`src/rtl/mem_port_arbiter_if.sv`:
```
// Request/response channel shared by the fetch, data and downstream memory ports.
// master drives the request side; slave answers with ready, read data and response.
interface mem_port_arbiter_if #(
    parameter int ADDR_W = 64,
    parameter int DATA_W = 64
) ();
    logic              valid;
    logic              ready;
    logic              req;
    logic [ADDR_W-1:0] addr;
    logic [1:0]        size;
    logic [DATA_W-1:0] data_write;
    logic [DATA_W-1:0] data_read;
    logic [1:0]        resp;

    modport master (
        output valid, req, addr, size, data_write,
        input  ready, data_read, resp
    );

    modport slave (
        input  valid, req, addr, size, data_write,
        output ready, data_read, resp
    );
endinterface

```
`src/rtl/mem_port_arbiter.sv`:
```
// Round-robin arbiter sharing one downstream memory port between a fetch and a data requester,
// with a per-transfer wait timeout that answers the requester with resp=2'b10.
module mem_port_arbiter #(
    parameter int ADDR_W  = 64,
    parameter int DATA_W  = 64,
    parameter int TIMEOUT = 255
) (
    input  logic               clock,
    input  logic               reset,
    mem_port_arbiter_if.slave  if_port,
    mem_port_arbiter_if.slave  mem_port,
    mem_port_arbiter_if.master rw_port
);
    // state   | meaning
    // IDLE    | no transfer outstanding, arbitrating between requesters
    // GNT_IF  | fetch transfer presented downstream, waiting for rw_ready
    // GNT_MEM | data transfer presented downstream, waiting for rw_ready
    typedef enum logic [1:0] {
        IDLE    = 2'd0,
        GNT_IF  = 2'd1,
        GNT_MEM = 2'd2
    } state_t;

    localparam logic [7:0] TIMEOUT_CNT = 8'(TIMEOUT);

    state_t            state_q, state_d;
    logic              last_winner_q, last_winner_d;
    logic [7:0]        wait_q, wait_d;
    logic              rw_valid_q, rw_valid_d;
    logic              rw_req_q, rw_req_d;
    logic [ADDR_W-1:0] rw_addr_q, rw_addr_d;
    logic [1:0]        rw_size_q, rw_size_d;
    logic [DATA_W-1:0] rw_data_write_q, rw_data_write_d;

    logic              pick_mem;
    logic              timed_out;
    logic              done;
    logic [DATA_W-1:0] done_data;
    logic [1:0]        done_resp;

    // Fetches never write, so their req/write-data fields are intentionally ignored.
    logic unused_fetch_fields;
    assign unused_fetch_fields = if_port.req ^ (^if_port.data_write);

    always_comb begin
        state_d         = state_q;
        last_winner_d   = last_winner_q;
        wait_d          = wait_q;
        rw_valid_d      = rw_valid_q;
        rw_req_d        = rw_req_q;
        rw_addr_d       = rw_addr_q;
        rw_size_d       = rw_size_q;
        rw_data_write_d = rw_data_write_q;
        pick_mem        = 1'b0;
        timed_out       = 1'b0;
        done            = 1'b0;

        case (state_q)
            IDLE: begin
                if (if_port.valid && mem_port.valid) begin
                    pick_mem = ~last_winner_q;
                end else begin
                    pick_mem = mem_port.valid;
                end
                if (if_port.valid || mem_port.valid) begin
                    wait_d     = 8'd0;
                    rw_valid_d = 1'b1;
                    if (pick_mem) begin
                        state_d         = GNT_MEM;
                        rw_req_d        = mem_port.req;
                        rw_addr_d       = mem_port.addr;
                        rw_size_d       = mem_port.size;
                        rw_data_write_d = mem_port.data_write;
                    end else begin
                        state_d         = GNT_IF;
                        rw_req_d        = 1'b0;
                        rw_addr_d       = if_port.addr;
                        rw_size_d       = if_port.size;
                        rw_data_write_d = '0;
                    end
                end
            end
            GNT_IF, GNT_MEM: begin
                timed_out = !rw_port.ready && (wait_q == TIMEOUT_CNT);
                done      = rw_port.ready || timed_out;
                if (done) begin
                    state_d       = IDLE;
                    rw_valid_d    = 1'b0;
                    last_winner_d = (state_q == GNT_MEM);
                end else begin
                    wait_d = wait_q + 8'd1;
                end
            end
            default: begin
                state_d    = IDLE;
                rw_valid_d = 1'b0;
            end
        endcase
    end

    // Completion data/resp reach only the granted requester, and only in its ready cycle.
    always_comb begin
        done_data          = rw_port.ready ? rw_port.data_read : '0;
        done_resp          = rw_port.ready ? rw_port.resp : (timed_out ? 2'b10 : 2'b00);
        if_port.ready      = done && (state_q == GNT_IF);
        if_port.data_read  = (done && (state_q == GNT_IF)) ? done_data : '0;
        if_port.resp       = (done && (state_q == GNT_IF)) ? done_resp : 2'b00;
        mem_port.ready     = done && (state_q == GNT_MEM);
        mem_port.data_read = (done && (state_q == GNT_MEM)) ? done_data : '0;
        mem_port.resp      = (done && (state_q == GNT_MEM)) ? done_resp : 2'b00;
    end

    always_ff @(posedge clock or posedge reset) begin
        if (reset) begin
            state_q         <= IDLE;
            last_winner_q   <= 1'b1;
            wait_q          <= 8'd0;
            rw_valid_q      <= 1'b0;
            rw_req_q        <= 1'b0;
            rw_addr_q       <= '0;
            rw_size_q       <= 2'b00;
            rw_data_write_q <= '0;
        end else begin
            state_q         <= state_d;
            last_winner_q   <= last_winner_d;
            wait_q          <= wait_d;
            rw_valid_q      <= rw_valid_d;
            rw_req_q        <= rw_req_d;
            rw_addr_q       <= rw_addr_d;
            rw_size_q       <= rw_size_d;
            rw_data_write_q <= rw_data_write_d;
        end
    end

    assign rw_port.valid      = rw_valid_q;
    assign rw_port.req        = rw_req_q;
    assign rw_port.addr       = rw_addr_q;
    assign rw_port.size       = rw_size_q;
    assign rw_port.data_write = rw_data_write_q;
endmodule

```
`src/flat_wrapper.sv`:
```
// flat-port wrapper written by rule: the top's interface ports become plain ports
module mem_port_arbiter_flat 
#(
    parameter int ADDR_W  = 64,
    parameter int DATA_W  = 64,
    parameter int TIMEOUT = 255
)
  (clock, reset, if_port_valid, if_port_req, if_port_addr, if_port_size, if_port_data_write, if_port_ready, if_port_data_read, if_port_resp, mem_port_valid, mem_port_req, mem_port_addr, mem_port_size, mem_port_data_write, mem_port_ready, mem_port_data_read, mem_port_resp, rw_port_valid, rw_port_req, rw_port_addr, rw_port_size, rw_port_data_write, rw_port_ready, rw_port_data_read, rw_port_resp);
  mem_port_arbiter_if #(.ADDR_W(ADDR_W), .DATA_W(DATA_W)) if_port_i ();
  mem_port_arbiter_if #(.ADDR_W(ADDR_W), .DATA_W(DATA_W)) mem_port_i ();
  mem_port_arbiter_if #(.ADDR_W(ADDR_W), .DATA_W(DATA_W)) rw_port_i ();
  input  logic clock;
  input  logic reset;
  input wire logic [$bits(if_port_i.valid)-1:0] if_port_valid;
  input wire logic [$bits(if_port_i.req)-1:0] if_port_req;
  input wire logic [$bits(if_port_i.addr)-1:0] if_port_addr;
  input wire logic [$bits(if_port_i.size)-1:0] if_port_size;
  input wire logic [$bits(if_port_i.data_write)-1:0] if_port_data_write;
  output wire logic [$bits(if_port_i.ready)-1:0] if_port_ready;
  output wire logic [$bits(if_port_i.data_read)-1:0] if_port_data_read;
  output wire logic [$bits(if_port_i.resp)-1:0] if_port_resp;
  input wire logic [$bits(mem_port_i.valid)-1:0] mem_port_valid;
  input wire logic [$bits(mem_port_i.req)-1:0] mem_port_req;
  input wire logic [$bits(mem_port_i.addr)-1:0] mem_port_addr;
  input wire logic [$bits(mem_port_i.size)-1:0] mem_port_size;
  input wire logic [$bits(mem_port_i.data_write)-1:0] mem_port_data_write;
  output wire logic [$bits(mem_port_i.ready)-1:0] mem_port_ready;
  output wire logic [$bits(mem_port_i.data_read)-1:0] mem_port_data_read;
  output wire logic [$bits(mem_port_i.resp)-1:0] mem_port_resp;
  output wire logic [$bits(rw_port_i.valid)-1:0] rw_port_valid;
  output wire logic [$bits(rw_port_i.req)-1:0] rw_port_req;
  output wire logic [$bits(rw_port_i.addr)-1:0] rw_port_addr;
  output wire logic [$bits(rw_port_i.size)-1:0] rw_port_size;
  output wire logic [$bits(rw_port_i.data_write)-1:0] rw_port_data_write;
  input wire logic [$bits(rw_port_i.ready)-1:0] rw_port_ready;
  input wire logic [$bits(rw_port_i.data_read)-1:0] rw_port_data_read;
  input wire logic [$bits(rw_port_i.resp)-1:0] rw_port_resp;
  assign if_port_i.valid = if_port_valid;
  assign if_port_i.req = if_port_req;
  assign if_port_i.addr = if_port_addr;
  assign if_port_i.size = if_port_size;
  assign if_port_i.data_write = if_port_data_write;
  assign if_port_ready = if_port_i.ready;
  assign if_port_data_read = if_port_i.data_read;
  assign if_port_resp = if_port_i.resp;
  assign mem_port_i.valid = mem_port_valid;
  assign mem_port_i.req = mem_port_req;
  assign mem_port_i.addr = mem_port_addr;
  assign mem_port_i.size = mem_port_size;
  assign mem_port_i.data_write = mem_port_data_write;
  assign mem_port_ready = mem_port_i.ready;
  assign mem_port_data_read = mem_port_i.data_read;
  assign mem_port_resp = mem_port_i.resp;
  assign rw_port_valid = rw_port_i.valid;
  assign rw_port_req = rw_port_i.req;
  assign rw_port_addr = rw_port_i.addr;
  assign rw_port_size = rw_port_i.size;
  assign rw_port_data_write = rw_port_i.data_write;
  assign rw_port_i.ready = rw_port_ready;
  assign rw_port_i.data_read = rw_port_data_read;
  assign rw_port_i.resp = rw_port_resp;
  mem_port_arbiter #(.ADDR_W(ADDR_W), .DATA_W(DATA_W), .TIMEOUT(TIMEOUT)) u_core (.clock(clock), .reset(reset), .if_port(if_port_i), .mem_port(mem_port_i), .rw_port(rw_port_i));
endmodule
```
`config.mk`:
```
export PLATFORM = sky130hd
export DESIGN_NAME = mem_port_arbiter_flat
export DESIGN_NICKNAME = d
export VERILOG_FILES = /design/src/rtl/mem_port_arbiter_if.sv /design/src/rtl/mem_port_arbiter.sv /design/src/flat_wrapper.sv
export SDC_FILE = /design/constraint.sdc
export NUM_CORES = 1
export LEC_CHECK = 0
export ABC_AREA = 1
export BUFFER_PORTS_ARGS = -buffer_cell sky130_fd_sc_hd__buf_2
export CAP_MARGIN = 20
export CORE_AREA = 2 2 233 235
export CTS_CLUSTER_DIAMETER = 60
export CTS_CLUSTER_SIZE = 40
export DETAILED_ROUTE_END_ITERATION = 8
export DIE_AREA = 0 0 235 237
export GPL_ROUTABILITY_DRIVEN = 0
export PLACE_DENSITY = 0.41
export SETUP_SLACK_MARGIN = 0.4
export SKIP_LAST_GASP = 1
export SLEW_MARGIN = 5
export SYNTH_ARGS = -nofsm -noshare
export SYNTH_HDL_FRONTEND = slang
export SYNTH_SLANG_ARGS = --single-unit
```
`constraint.sdc`:
```
create_clock -name clock -period 4.75 [get_ports clock]
set_input_delay 0.95 -clock clock [delete_from_list [all_inputs] [get_ports clock]]
set_output_delay 0.95 -clock clock [all_outputs]
set_load 0.02 [all_outputs]
```
# After elaboration in Yosys (flattened, before gate mapping)
# Index checks and enable logic that the tools add are counted.
[word_totals]
regBits = 143
input_bits = 333
out_inout_bits = 266
elab_cells = 55
[op_classes]
addsub = 1
eq_ne = 6
mux = 25
bitwise = 1
n_reduce_logical = 14
[ops]
columns = ["operator", "count"]
rows = [
  ["$mux W64", 5],
  ["$mux W2", 8],
  ["$mux W8", 2],
  ["$pmux W8 S2", 1],
  ["$add A8 B1 Y8 const B", 1],
  ["$eq A8 B8 Y1 const B", 1],
  ["$mux W1", 7],
  ["$reduce_and A2 Y1", 3],
  ["$logic_and A1 B1 Y1", 4],
  ["$ne A2 B1 Y1 const B", 2],
  ["$pmux W2 S2", 1],
  ["$reduce_and A3 Y1", 1],
  ["$eq A2 B1 Y1 const B", 1],
  ["$eq A2 B2 Y1 const B", 1],
  ["$logic_not A2 Y1", 1],
  ["$logic_or A1 B1 Y1", 2],
  ["$ne A2 B2 Y1 const B", 1],
  ["$pmux W1 S2", 1],
  ["$reduce_bool A2 Y1", 1],
  ["$reduce_or A2 Y1", 1],
  ["$logic_not A1 Y1", 1],
  ["$not A1 Y1", 1],
]

# Logic depth before layout (Yosys ltp)
# Gate-level depths: netlist (run 1).
[logic_depth]
word_depth = 6
mapped_depth = 11
depth_no_buf = 9

# Worst setup path before layout (run 1)
# No wires, ideal clock.
[synth_path]
path_kind = "input -> output"
startpoint = "in rw_port_ready"
endpoint = "out mem_port_data_read[14]"
arrival_ns = 1.816
slack_ns = 1.984
cell_stages = 6
path_buffers = 2
cell_sequence = "clkbuf_1 buf_1 nand2_1 inv_1 nand2_1 inv_1"
[synth_via]
elab_chain_cells = 6
word_cells_on_any_way = 7
cone_classes = "mux (3); reduce/logical (4)"
[synth_lines]
columns = ["item", "line", "text"]
rows = [
  ["start, declared", "flat_wrapper.sv:35", "input wire logic [$bits(rw_port_i.ready)-1:0] rw_port_ready;"],
  ["$logic_not A1 Y1", "mem_port_arbiter.sv:84", "timed_out = !rw_port.ready && (wait_q == TIMEOUT_CNT);"],
  ["$logic_and A1 B1 Y1", "mem_port_arbiter.sv:84", ""],
  ["$logic_or A1 B1 Y1", "mem_port_arbiter.sv:85", "done = rw_port.ready || timed_out;"],
  ["$mux W1", "mem_port_arbiter.sv:58", "case (state_q)"],
  ["$logic_and A1 B1 Y1", "mem_port_arbiter.sv:109", "mem_port.data_read = (done && (state_q == GNT_MEM)) ? done_data : '0;"],
  ["$mux W64 (*)", "mem_port_arbiter.sv:109", ""],
  ["end, declared", "flat_wrapper.sv:28", "output wire logic [$bits(mem_port_i.data_read)-1:0] mem_port_data_read;"],
]
# Every way passes the cells marked *; elsewhere a longest branch is shown, timed or not.

# Final worst setup path (run 1)
[layout_path]
startpoint = "reg u_core.wait_q[0]"
endpoint = "out mem_port_data_read[28]"
[layout_via]
elab_chain_cells = 6
[layout_lines]
columns = ["item", "line", "text"]
rows = [
  ["start, declared", "mem_port_arbiter.sv:28", "logic [7:0] wait_q, wait_d;"],
  ["start signal, assigned", "mem_port_arbiter.sv:126", "wait_q <= wait_d;"],
  ["$eq A8 B8 Y1", "mem_port_arbiter.sv:84", ""],
  ["$logic_and A1 B1 Y1", "mem_port_arbiter.sv:84", ""],
  ["$logic_or A1 B1 Y1", "mem_port_arbiter.sv:85", ""],
  ["$mux W1", "mem_port_arbiter.sv:58", ""],
  ["$logic_and A1 B1 Y1", "mem_port_arbiter.sv:109", ""],
  ["$mux W64", "mem_port_arbiter.sv:109", ""],
]
# No other way between the ends.

==> results of run 1 <==
## per-layer routing
metal  up-vias  part of all wire, %  track usage (%)
li1       4469                    -                -
met1      4155                   40             13.6
met3        24                  6.7             2.96
met2       360                   52             21.6
met5         -                    0                0
met4         0                  1.5             3.76
## per-stage QoR
stage | hold slack, ns | utilization, % | power, mW
6_report | 0.463 | 22.4 | 6.77
5_1_grt | 0.477 | 22.4 | 7.28
4_1_cts | 0.466 | 22.4 | 6.90
3_5_place_dp | 0.459 | 21.3 | 5.45
3_3_place_gp | 0.457 | 21.3 | 5.43
2_1_floorplan | 0.443 | - | 4.20
## final cells by class
type	count	area (µm²)	area share [%]
clock inverter	11	141	1.18
antenna	1	2.50	0.0210
multi-input combinational	747	3280	27.5
timing repair buffer	547	2820	23.6
sequential	143	3580	30.0
clock buffer	20	447	3.74
inverter	211	797	6.67
tap	696	871	7.29
## state kept, by name, summed over array words and instances, names as in the netlist
name and cells:
u_core.rw_port.req 1, u_core.rw_port.valid 1, u_core.rw_port.data_write 64, u_core.state_q 2, u_core.rw_port.addr 64, u_core.rw_port.size 2
u_core.last_winner_q 1, u_core.wait_q 8
## layout by cell type (no fill, tap or decap)
| master | netlist | final |
|---|---|---|
| clkinvlp_4 | 0 | 4 |
| nand3_2 | 1 | 1 |
| o21ai_1 | 19 | 19 |
| dfstp_2 | 1 | 1 |
| o21ai_4 | 0 | 1 |
| nor2_2 | 1 | 1 |
| inv_2 | 50 | 49 |
| nor2_1 | 79 | 79 |
| diode_2 | 0 | 1 |
| bufinv_16 | 0 | 3 |
| buf_12 | 5 | 4 |
| ha_2 | 0 | 1 |
| clkbuf_8 | 0 | 1 |
| clkbuf_16 | 0 | 17 |
| nor2_8 | 1 | 1 |
| nand2_4 | 2 | 2 |
| dfrtp_1 | 142 | 142 |
| clkbuf_1 | 40 | 2 |
| inv_1 | 161 | 160 |
| clkinv_2 | 0 | 5 |
| o21ai_0 | 117 | 117 |
| o21bai_1 | 1 | 1 |
| nand2_1 | 403 | 402 |
| a21oi_2 | 1 | 1 |
| buf_2 | 14 | 533 |
| clkinv_4 | 0 | 1 |
| nand3_1 | 71 | 71 |
| ha_1 | 4 | 3 |
| nand2_2 | 42 | 43 |
| buf_4 | 0 | 10 |
| nor3_1 | 1 | 1 |
| nor3b_1 | 3 | 3 |
## path summary, 6_finish.rpt
path | start | to | depth (start not counted)
max | u_core.wait_q[0]$_DFFE_PP0P_ | mem_port_data_read[28] | 11
min | u_core.last_winner_q$_DFFE_PP1N_ | u_core.last_winner_q$_DFFE_PP1N_ | 2
max reg2reg | u_core.last_winner_q$_DFFE_PP1N_ | u_core.rw_port.data_write[22]$_DFFE_PP0P_ | 7
min reg2reg | u_core.last_winner_q$_DFFE_PP1N_ | u_core.last_winner_q$_DFFE_PP1N_ | 2
max in group asynchronous | reset | u_core.last_winner_q$_DFFE_PP1N_ | 4
min in group asynchronous | reset | u_core.rw_port.data_write[17]$_DFFE_PP0P_ | 2
## cell families (layout without fill, tap and decap cells)
logic type	after synthesis	count (layout)	share of synthesized area, %
simple gates	604	604	31.2
buf+inv	282	789	14.9
flops	143	143	44.5
compound gates	139	139	8.77
fa+ha+maj	4	4	0.622
other cells	0	1	0
## power breakdown
group / switching [mW] / total [mW] / internal, mW
sequential: 0.294 / 2.09 / 1.79
clock: 0.559 / 1.39 / 0.832
combinational: 2.32 / 3.29 / 0.968
total: 3.18 / 6.77 / 3.59
## critical path: stages, from the launching register on
cell	delay (ns)
dfrtp_1	0.39
ha_1	0.28
nand2_2	0.09
nor2_2	0.10
nand2_2	0.08
nand2_4	0.09
nand3_2	0.11
inv_2	0.07
buf_4	0.51
nand2_1	0.20
inv_1	0.09
buf_2	0.16
==> impl_metrics.py, run 1 <==
metrics = {
    "sta": {
        "fin_crit_sh_pct": 76.4,
        "setup_tns_ns": 0,
        "rsz0062_at_grt": "false",
        "worstMarginPinSlew_ns": 0.864,
        "setup_viol": 0,
        "slew_viol_final": 0,
        "fin_crit_ns": 3.63,
        "hold_viol": 0,
        "layout_setup_ws_ns": 1.12,
        "max_slew_margin_pct": 42.4,
        "fin_skew_ns": 0.0212,
        "clock.fmax_mhz": 276,
    },
    "critical_path": {
        "worstSetupPathType": "reg -> out",
        "required_ns": 3.80,
        "cp.arrival_ns": 2.68,
        "start_kind": "flop",
        "r2r_setup_slack_ns": 2.50,
        "crit_fanout": 66,
        "end_kind": "primary output",
    },
    "placement": {
        "hpwl_um": 25700,
        "dp_slack_ns": 1.18,
        "portBuffers": 533,
        "dp_cells": 2343,
        "post_dp_cell_area_um2": 11300,
    },
    "yosys": {
        "synth_edf_count": 0,
        "async_flop_share_pct": 100,
        "postSynthCellCount": 1172,
        "ys.flop_type": "dfrtp_1",
        "netlist.area_leader.share_pct": 44.2,
        "yosysTopAreaCell": "dfrtp_1",
        "syn_area_um2": 8040,
        "synthTopCellsByArea": "dfrtp_1 (44%), nand2_1 (19%), inv_1 (7.5%), o21ai_0 (7.3%), nand3_1 (4.4%)",
        "synth-seq-cells": 143,
        "synth-warning-count": 0,
        "ys_seq_area_share_pct": 44.5,
        "synth_cell_types": 25,
        "synth_most_common_cell": "nand2_1",
        "avgSynthCellArea_um2": 6.86,
        "synth_common_cells": "nand2_1 (403), inv_1 (161), dfrtp_1 (142)",
        "synth_fp_nets": 1509,
    },
    "global_route": {
        "gr-usage-all-layers_pct": 11.9,
        "antenna_found_initial": 5,
        "grt_pass1_vias": 9000,
        "grt_start_max_net_pins": 133,
        "grt_overflow": 0,
        "grt_pass1_wl_um": 52000,
    },
    "clocking": {
        "hold_buffers": 0,
        "worstSkewPairLatency_ns": 0.45,
        "numCtsBuffers": 17,
        "cts_setup_buffers": 0,
        "cts_tree": "done",
        "cts.htree.levels": 4,
        "clkTransAtPathRegs_ns": 0.06,
        "clock_sinks": 143,
        "cts_buffer_depth": 2,
        "post_cts_resized": 0,
        "cts_root_buf": "clkbuf_16",
    },
    "floorplan": {
        "io_pins": 599,
        "std_cell_rows": 85,
        "die_w_um": 235,
        "die-height_um": 237,
        "core_um2": 53300,
        "dieArea_um2": 55700,
        "start_util_pct": 15.1,
    },
    "detailed_routing": {
        "firstDrtPassIters": 7,
        "wirelength_um": 33800,
        "drtIter0Drc": 333,
        "vias": 9008,
        "wl_per_cell_um": 14.2,
        "ant_nets": 0,
        "drcViolationCount": 0,
        "viasPerCell": 3.79,
    },
    "final_layout": {
        "final_area_um2": 11900,
        "n_fill_cell": 6097,
        "syn2layout_area_growth_pct": 48.5,
        "fin_cells": 2376,
        "finalNetCount": 2004,
        "drive_gt1_share_pct": 40.4,
    },
    "power_and_ir_drop": {
        "vdd_drop_max_uv": 247,
        "leakage_nw": 7.73,
        "powerDensity_nw_per_um2": 567,
    },
    "worst_hold_path": {
        "hold_path.class": "reg -> reg",
    },
    "status": {
        "status": "finished clean",
    },
    "flow_run": {
        "drv_cap": 0,
    },
}
(Power assumes the default switching activity.)
==> inputs of run 2 (changes only) <==
--- a/config.mk
+++ b/config.mk
@@ -5,16 +5,16 @@
 export SDC_FILE = /design/constraint.sdc
 export NUM_CORES = 1
 export LEC_CHECK = 0
-export ABC_AREA = 1
+export ABC_AREA = 0
 export BUFFER_PORTS_ARGS = -buffer_cell sky130_fd_sc_hd__buf_2
 export CAP_MARGIN = 20
-export CORE_AREA = 2 2 233 235
+export CORE_AREA = 2 2 232 234
 export CTS_CLUSTER_DIAMETER = 60
 export CTS_CLUSTER_SIZE = 40
 export DETAILED_ROUTE_END_ITERATION = 8
-export DIE_AREA = 0 0 235 237
+export DIE_AREA = 0 0 234 236
 export GPL_ROUTABILITY_DRIVEN = 0
-export PLACE_DENSITY = 0.41
+export PLACE_DENSITY = 0.37
 export SETUP_SLACK_MARGIN = 0.4
 export SKIP_LAST_GASP = 1
 export SLEW_MARGIN = 5
==> constraint.sdc (replaced) <==
create_clock -name clock -period 3.6 [get_ports clock]
set_input_delay 0.72 -clock clock [delete_from_list [all_inputs] [get_ports clock]]
set_output_delay 0.72 -clock clock [all_outputs]
set_load 0.02 [all_outputs]
==> run 2 against run 1 <==
Area after synthesis is 13% lower. Cell count is 18% lower. Core utilization is 1.5 points lower. Critical path depth is 4 lower. Total power is 28% higher. Non-clock buffer count is 9 higher. Count of clock-buffer cells in the layout stayed put. Clock power is 32% higher.
==> impl_metrics.py, run 2 <==
metrics = {
    "yosys": {
        "syn_area_um2": 7000,
        "synth-seq-cells": 143,
        "ys.flop_type": "dfrtp_1",
        "ys_seq_area_share_pct": 51.1,
        "synth-adder-area-share_pct": 0.715,
        "async_flop_share_pct": 100,
        "synth_compound_area_share_pct": 15.7,
        "netlist.area_leader.share_pct": 50.7,
        "synthTopCellsByArea": "dfrtp_1 (51%), mux2i_1 (9.6%), a22o_1 (8.3%), nand2_1 (7.3%), nor2_1 (6.8%)",
        "synth-simple-area-share_pct": 17.8,
        "synth_fp_nets": 1066,
        "synth_common_cells": "dfrtp_1 (142), nand2_1 (136), nor2_1 (126)",
        "muxShareOfSynthArea_pct": 9.57,
        "synth_top_family_by_area": "simple AND/OR/NAND/NOR gates",
        "synth_edf_count": 0,
        "synth_most_common_cell": "dfrtp_1",
        "synth_cell_types": 44,
        "yosysTopAreaCell": "dfrtp_1",
        "synth_xor_area_share_pct": 0,
        "avgSynthCellArea_um2": 9.61,
        "synth-warning-count": 0,
        "postSynthCellCount": 729,
    },
    "placement": {
        "dp_slack_ns": 0.578,
        "portBuffers": 533,
        "dp_cells": 1917,
        "post_dp_cell_area_um2": 10400,
        "hpwl_um": 22500,
    },
    "sta": {
        "fin_crit_ns": 3.08,
        "fin_crit_sh_pct": 85.6,
        "slew_viol_final": 0,
        "setup_viol": 0,
        "hold_viol": 0,
        "worstMarginPinSlew_ns": 0.947,
        "rsz0062_at_grt": "true",
        "clock.fmax_mhz": 324,
        "layout_setup_ws_ns": 0.518,
        "whs_ns": 0.290,
        "fin_skew_ns": 0.0166,
        "setup_tns_ns": 0,
        "max_slew_margin_pct": 36.9,
    },
    "clocking": {
        "cts.htree.levels": 4,
        "worstSkewPairLatency_ns": 0.44,
        "numCtsBuffers": 17,
        "cts_buffer_depth": 2,
        "clkTransAtPathRegs_ns": 0.07,
        "cts_root_buf": "clkbuf_16",
        "clock_sinks": 143,
        "hold_buffers": 0,
        "cts_tree": "done",
    },
    "detailed_routing": {
        "drcViolationCount": 0,
        "wl_per_cell_um": 14.7,
        "ant_nets": 0,
        "vias": 7252,
        "firstDrtPassIters": 4,
        "viasPerCell": 3.71,
        "drtIter0Drc": 169,
        "wirelength_um": 28800,
    },
    "final_layout": {
        "final_cell_mix": "buf_2 (533), dfrtp_1 (142), nand2_1 (136), nor2_1 (126), mux2i_1 (67)",
        "fin_util_pct": 20.9,
        "multi_input_area_um2": 3110,
        "n_fill_cell": 5892,
        "register_area_um2": 3580,
        "drive_gt1_share_pct": 48.2,
        "final_area_um2": 11100,
        "mostFrequentLayoutCell": "buf_2",
        "fin_cells": 1957,
        "syn2layout_area_growth_pct": 58.2,
        "finalNetCount": 1584,
    },
    "power_and_ir_drop": {
        "power_mw": 8.65,
        "vdd_drop_max_uv": 295,
        "leakage_nw": 5.94,
        "powerDensity_nw_per_um2": 781,
    },
    "critical_path": {
        "crit_fanout": 12,
        "cp.arrival_ns": 2.36,
        "start_kind": "flop",
        "r2r.worst_path.cells": 7,
        "end_kind": "primary output",
        "worstSetupPathType": "reg -> out",
        "required_ns": 2.88,
    },
    "floorplan": {
        "start_util_pct": 13.2,
        "dieArea_um2": 55200,
        "die_w_um": 234,
        "core_um2": 53100,
        "std_cell_rows": 85,
        "io_pins": 599,
        "die-height_um": 236,
    },
    "status": {
        "status": "finished clean",
    },
    "worst_hold_path": {
        "hold_path.class": "in -> async",
    },
    "global_route": {
        "antenna_found_initial": 8,
        "grt_pass1_wl_um": 41200,
        "grt_overflow": 0,
        "gr-usage-all-layers_pct": 10.1,
        "grt_start_max_net_pins": 103,
        "grt_pass1_vias": 7031,
    },
    "flow_run": {
        "drv_cap": 0,
    },
}
[run 2: cell count changes after synthesis, moves of 9 or more]
cell,change
nand3_1,-68
nor2_4,+9
buf_2,+14
o21ai_1,+12
nand2_2,-42
mux2i_1,+67
nand2_1,-267
clkbuf_1,-26
o21ai_0,-79
nor2_1,+47
inv_2,-50
a22o_1,+66
inv_1,-156
[run 2: area by class of cell]
cell class / count / share of cell area, %
Timing Repair Buffer: 556 / 26.2
Clock buffer: 20 / 4.03
Antenna cell: 1 / 0.0226
Clock inverter: 12 / 1.36
Multi-Input combinational cell: 524 / 28.1
Tap cell: 696 / 7.86
Sequential cell: 143 / 32.3
Inverter: 5 / 0.203
[run 2: cell families after synthesis]
logic type / count (synthesis)
and+or+nand+nor: 294
AOI/OAI and AO/OA: 158
DFF: 143
muxes: 67
buffers and inverters: 63
adders and majority gates: 4
[run 2: what timing repair did]
| action | in CTS | in global routing |
|---|---|---|
| gates cloned | 1 | 0 |
| gates resized for setup | 1 | 0 |
| pin swaps | 0 | 0 |
| setup buffers | 4 | 1 |
| endpoints found under the setup margin | 119 | 8 |
[run 2: layer usage]
metal,vias up,GRT usage (%),wire (µm)
li1,3531,-,-
met5,-,0,62
met1,3309,10.1,10600
met3,48,3.26,2410
met4,8,4.66,903
met2,356,18.7,14900
[run 2: worst paths after layout]
check,startpoint,endpoint,slack [ns]
max in group asynchronous,reset,u_core.rw_port.addr[13]$_DFFE_PP0P_,2.36
min reg2reg,u_core.rw_port.addr[33]$_DFFE_PP0P_,u_core.rw_port.addr[33]$_DFFE_PP0P_,0.47
min in group clock,u_core.rw_port.addr[33]$_DFFE_PP0P_,u_core.rw_port.addr[33]$_DFFE_PP0P_,0.47
max reg2reg,u_core.state_q[1]$_DFFE_PP0P_,u_core.wait_q[3]$_DFFE_PP0P_,1.32
min,reset,u_core.rw_port.addr[52]$_DFFE_PP0P_,0.29
max,u_core.wait_q[0]$_DFFE_PP0P_,mem_port_data_read[55],0.52
[run 2: worst max-delay path, cell delays in order, from the launching register on]
cell and delay [ns]:
dfrtp_1 0.42, ha_1 0.22, and3_2 0.27, a21o_4 0.20, nand3_4 0.21, buf_4 0.25
nor2_1 0.15, buf_2 0.20
[run 2: power by group]
part / leakage, nW / internal (mW) / switching [mW]
clock: 0.286 / 1.06 / 0.782
combinational: 3.85 / 1.40 / 2.62
sequential: 1.80 / 2.38 / 0.411
==> inputs of run 3 (changes only) <==
--- a/config.mk
+++ b/config.mk
@@ -5,16 +5,16 @@
 export SDC_FILE = /design/constraint.sdc
 export NUM_CORES = 1
 export LEC_CHECK = 0
-export ABC_AREA = 0
+export ABC_AREA = 1
 export BUFFER_PORTS_ARGS = -buffer_cell sky130_fd_sc_hd__buf_2
 export CAP_MARGIN = 20
-export CORE_AREA = 2 2 232 234
+export CORE_AREA = 2 2 235 237
 export CTS_CLUSTER_DIAMETER = 60
 export CTS_CLUSTER_SIZE = 40
 export DETAILED_ROUTE_END_ITERATION = 8
-export DIE_AREA = 0 0 234 236
+export DIE_AREA = 0 0 237 239
 export GPL_ROUTABILITY_DRIVEN = 0
-export PLACE_DENSITY = 0.37
+export PLACE_DENSITY = 0.39
 export SETUP_SLACK_MARGIN = 0.4
 export SKIP_LAST_GASP = 1
 export SLEW_MARGIN = 5
==> run 3 against run 2 <==
Routed wire length is 22% higher. Largest power group unchanged. Largest cell class unchanged. Non-clock buffer count decreased by 4. Register-to-register slack improved by 0.11 ns. Sequential cell count unchanged. Cell count grew 22%. Global-route usage increased by 1.8 points. First-iteration DRC count is 100% higher. Critical path depth stayed put. Clock skew fell by 0.0085 ns. Via count is 24% higher. Critical endpoint is now if_port_resp[1]. Clock power is essentially flat. Core utilization rose by 1.3 points.
==> impl_metrics.py, run 3 (synthesized netlist as in run 1, its figures left out) <==
metrics = {
    "final_layout": {
        "mostFrequentLayoutCell": "buf_2",
        "drive_gt1_share_pct": 40.8,
        "final_area_um2": 12100,
        "syn2layout_area_growth_pct": 50.0,
        "final_cell_mix": "buf_2 (533), nand2_1 (402), inv_1 (160), dfrtp_1 (142), o21ai_0 (117)",
        "finalNetCount": 2009,
        "n_fill_cell": 6212,
    },
    "clocking": {
        "worstSkewPairLatency_ns": 0.44,
        "cts_root_buf": "clkbuf_16",
        "clkTransAtPathRegs_ns": 0.06,
        "clock_sinks": 143,
        "cts_tree": "done",
        "cts_buffer_depth": 2,
        "numCtsBuffers": 17,
        "cts.htree.levels": 4,
    },
    "critical_path": {
        "critPathLaunch": "u_core.state_q[0]$_DFFE_PP0P_",
        "cp.arrival_ns": 2.28,
        "cpMostUsedCell": "inv_1",
        "crit_chain": "inv_1, ha_2, inv_1, nand2_1, o21ai_0, nor3_1, buf_2",
        "required_ns": 2.88,
        "worstSetupPathType": "reg -> out",
        "max_stage_delay_ns": 0.40,
        "crit_fanout": 8,
        "end_kind": "primary output",
        "start_kind": "flop",
        "r2r_start": "u_core.state_q[0]$_DFFE_PP0P_",
        "crit_slowest_cell": "ha_2",
    },
    "placement": {
        "portBuffers": 533,
        "hpwl_um": 26300,
        "post_dp_cell_area_um2": 11400,
    },
    "sta": {
        "slew_viol_final": 0,
        "hold_viol": 0,
        "setup_tns_ns": 0,
        "rsz0062_at_grt": "true",
        "fin_skew_ns": 0.00816,
        "fin_crit_sh_pct": 83.2,
        "setup_viol": 0,
        "whs_ns": 0.399,
        "max_slew_margin_pct": 35.8,
        "worstMarginPinSlew_ns": 0.963,
        "fin_crit_ns": 3.00,
        "clock.fmax_mhz": 334,
    },
    "detailed_routing": {
        "wirelength_um": 35200,
        "vias": 9005,
        "wl_per_cell_um": 14.7,
        "viasPerCell": 3.76,
        "ant_nets": 0,
        "firstDrtPassIters": 6,
        "drcViolationCount": 0,
        "drtIter0Drc": 341,
    },
    "power_and_ir_drop": {
        "power_mw": 9.08,
        "powerDensity_nw_per_um2": 752,
        "leakage_nw": 7.77,
        "vdd_drop_max_uv": 652,
    },
    "global_route": {
        "grt_start_max_net_pins": 86,
        "antenna_found_initial": 10,
        "grt_pass1_wl_um": 52000,
        "gr-usage-all-layers_pct": 11.9,
        "grt_pass1_vias": 8735,
        "grt_overflow": 0,
    },
    "floorplan": {
        "die_w_um": 237,
        "std_cell_rows": 86,
        "start_util_pct": 14.8,
        "io_pins": 599,
        "die-height_um": 239,
        "core_um2": 54300,
        "dieArea_um2": 56600,
    },
    "worst_hold_path": {
        "hold_path.class": "in -> async",
    },
    "flow_run": {
        "drv_cap": 0,
    },
    "status": {
        "status": "finished clean",
    },
}
-- run 3: worst paths after layout --
check	cells past startpoint	slack, ns	end
setup / recovery	7	0.60	if_port_resp[1]
hold / removal	3	0.40	u_core.rw_port.data_write[19]$_DFFE_PP0P_
setup reg to reg	7	1.43	u_core.rw_port.addr[28]$_DFFE_PP0P_
hold reg to reg	2	0.48	u_core.rw_port.data_write[52]$_DFFE_PP0P_
max in group asynchronous	3	2.41	u_core.rw_port.addr[0]$_DFFE_PP0P_
min in group clock	2	0.48	u_core.rw_port.data_write[52]$_DFFE_PP0P_
-- run 3: power breakdown --
| part | switching, mW | leakage [nW] | total, mW | internal, mW |
|---|---|---|---|---|
| Clock | 0.788 | 0.283 | 1.87 | 1.08 |
| Combinational | 3.13 | 5.70 | 4.44 | 1.32 |
| Sequential | 0.401 | 1.79 | 2.76 | 2.36 |
-- run 3: layout make-up --
cell class	count	area, µm²	share of cell area [%]
well taps	704	881	7.30
clock buffers	21	470	3.90
inverters	211	798	6.62
repair buffers	552	2920	24.2
multi-input cells	747	3280	27.2
clock inverters	11	130	1.08
flip-flops and latches	143	3580	29.7
diodes	3	7.51	0.0622
-- run 3: metrics by stage --
stage	worst slack, ns	util, %	instances
detailed placement	0.814	21.0	2353
global placement	0.828	21.0	2353
CTS	0.440	22.1	2388
global route	0.393	22.2	2391
finish	0.604	22.2	2392
floorplan	1.09	-	1172
-- run 3: metal layers --
| metal | routed length, µm | GRT usage (%) | up-vias |
|---|---|---|---|
| met5 | 25 | 0 | - |
| met4 | 632 | 3.89 | 4 |
| met3 | 2390 | 3.35 | 36 |
| met2 | 18300 | 21.8 | 366 |
| met1 | 13900 | 13.2 | 4115 |
| li1 | - | - | 4484 |
-- run 3: critical path: cells and delay by family, from the launching register on --
kind            cells  cell delay (ns)
compound gates      1             0.13
fa+ha+maj           1             0.40
buf+inv             3             0.50
flops               1             0.39
simple gates        2             0.42
-- run 3: what timing repair did --
action,in CTS,in global routing
gates cloned,0,1
hold buffers,0,0
endpoints found under the setup margin,1,4
pin swaps,1,0
buffers inserted,3,0
gates resized for setup,0,1
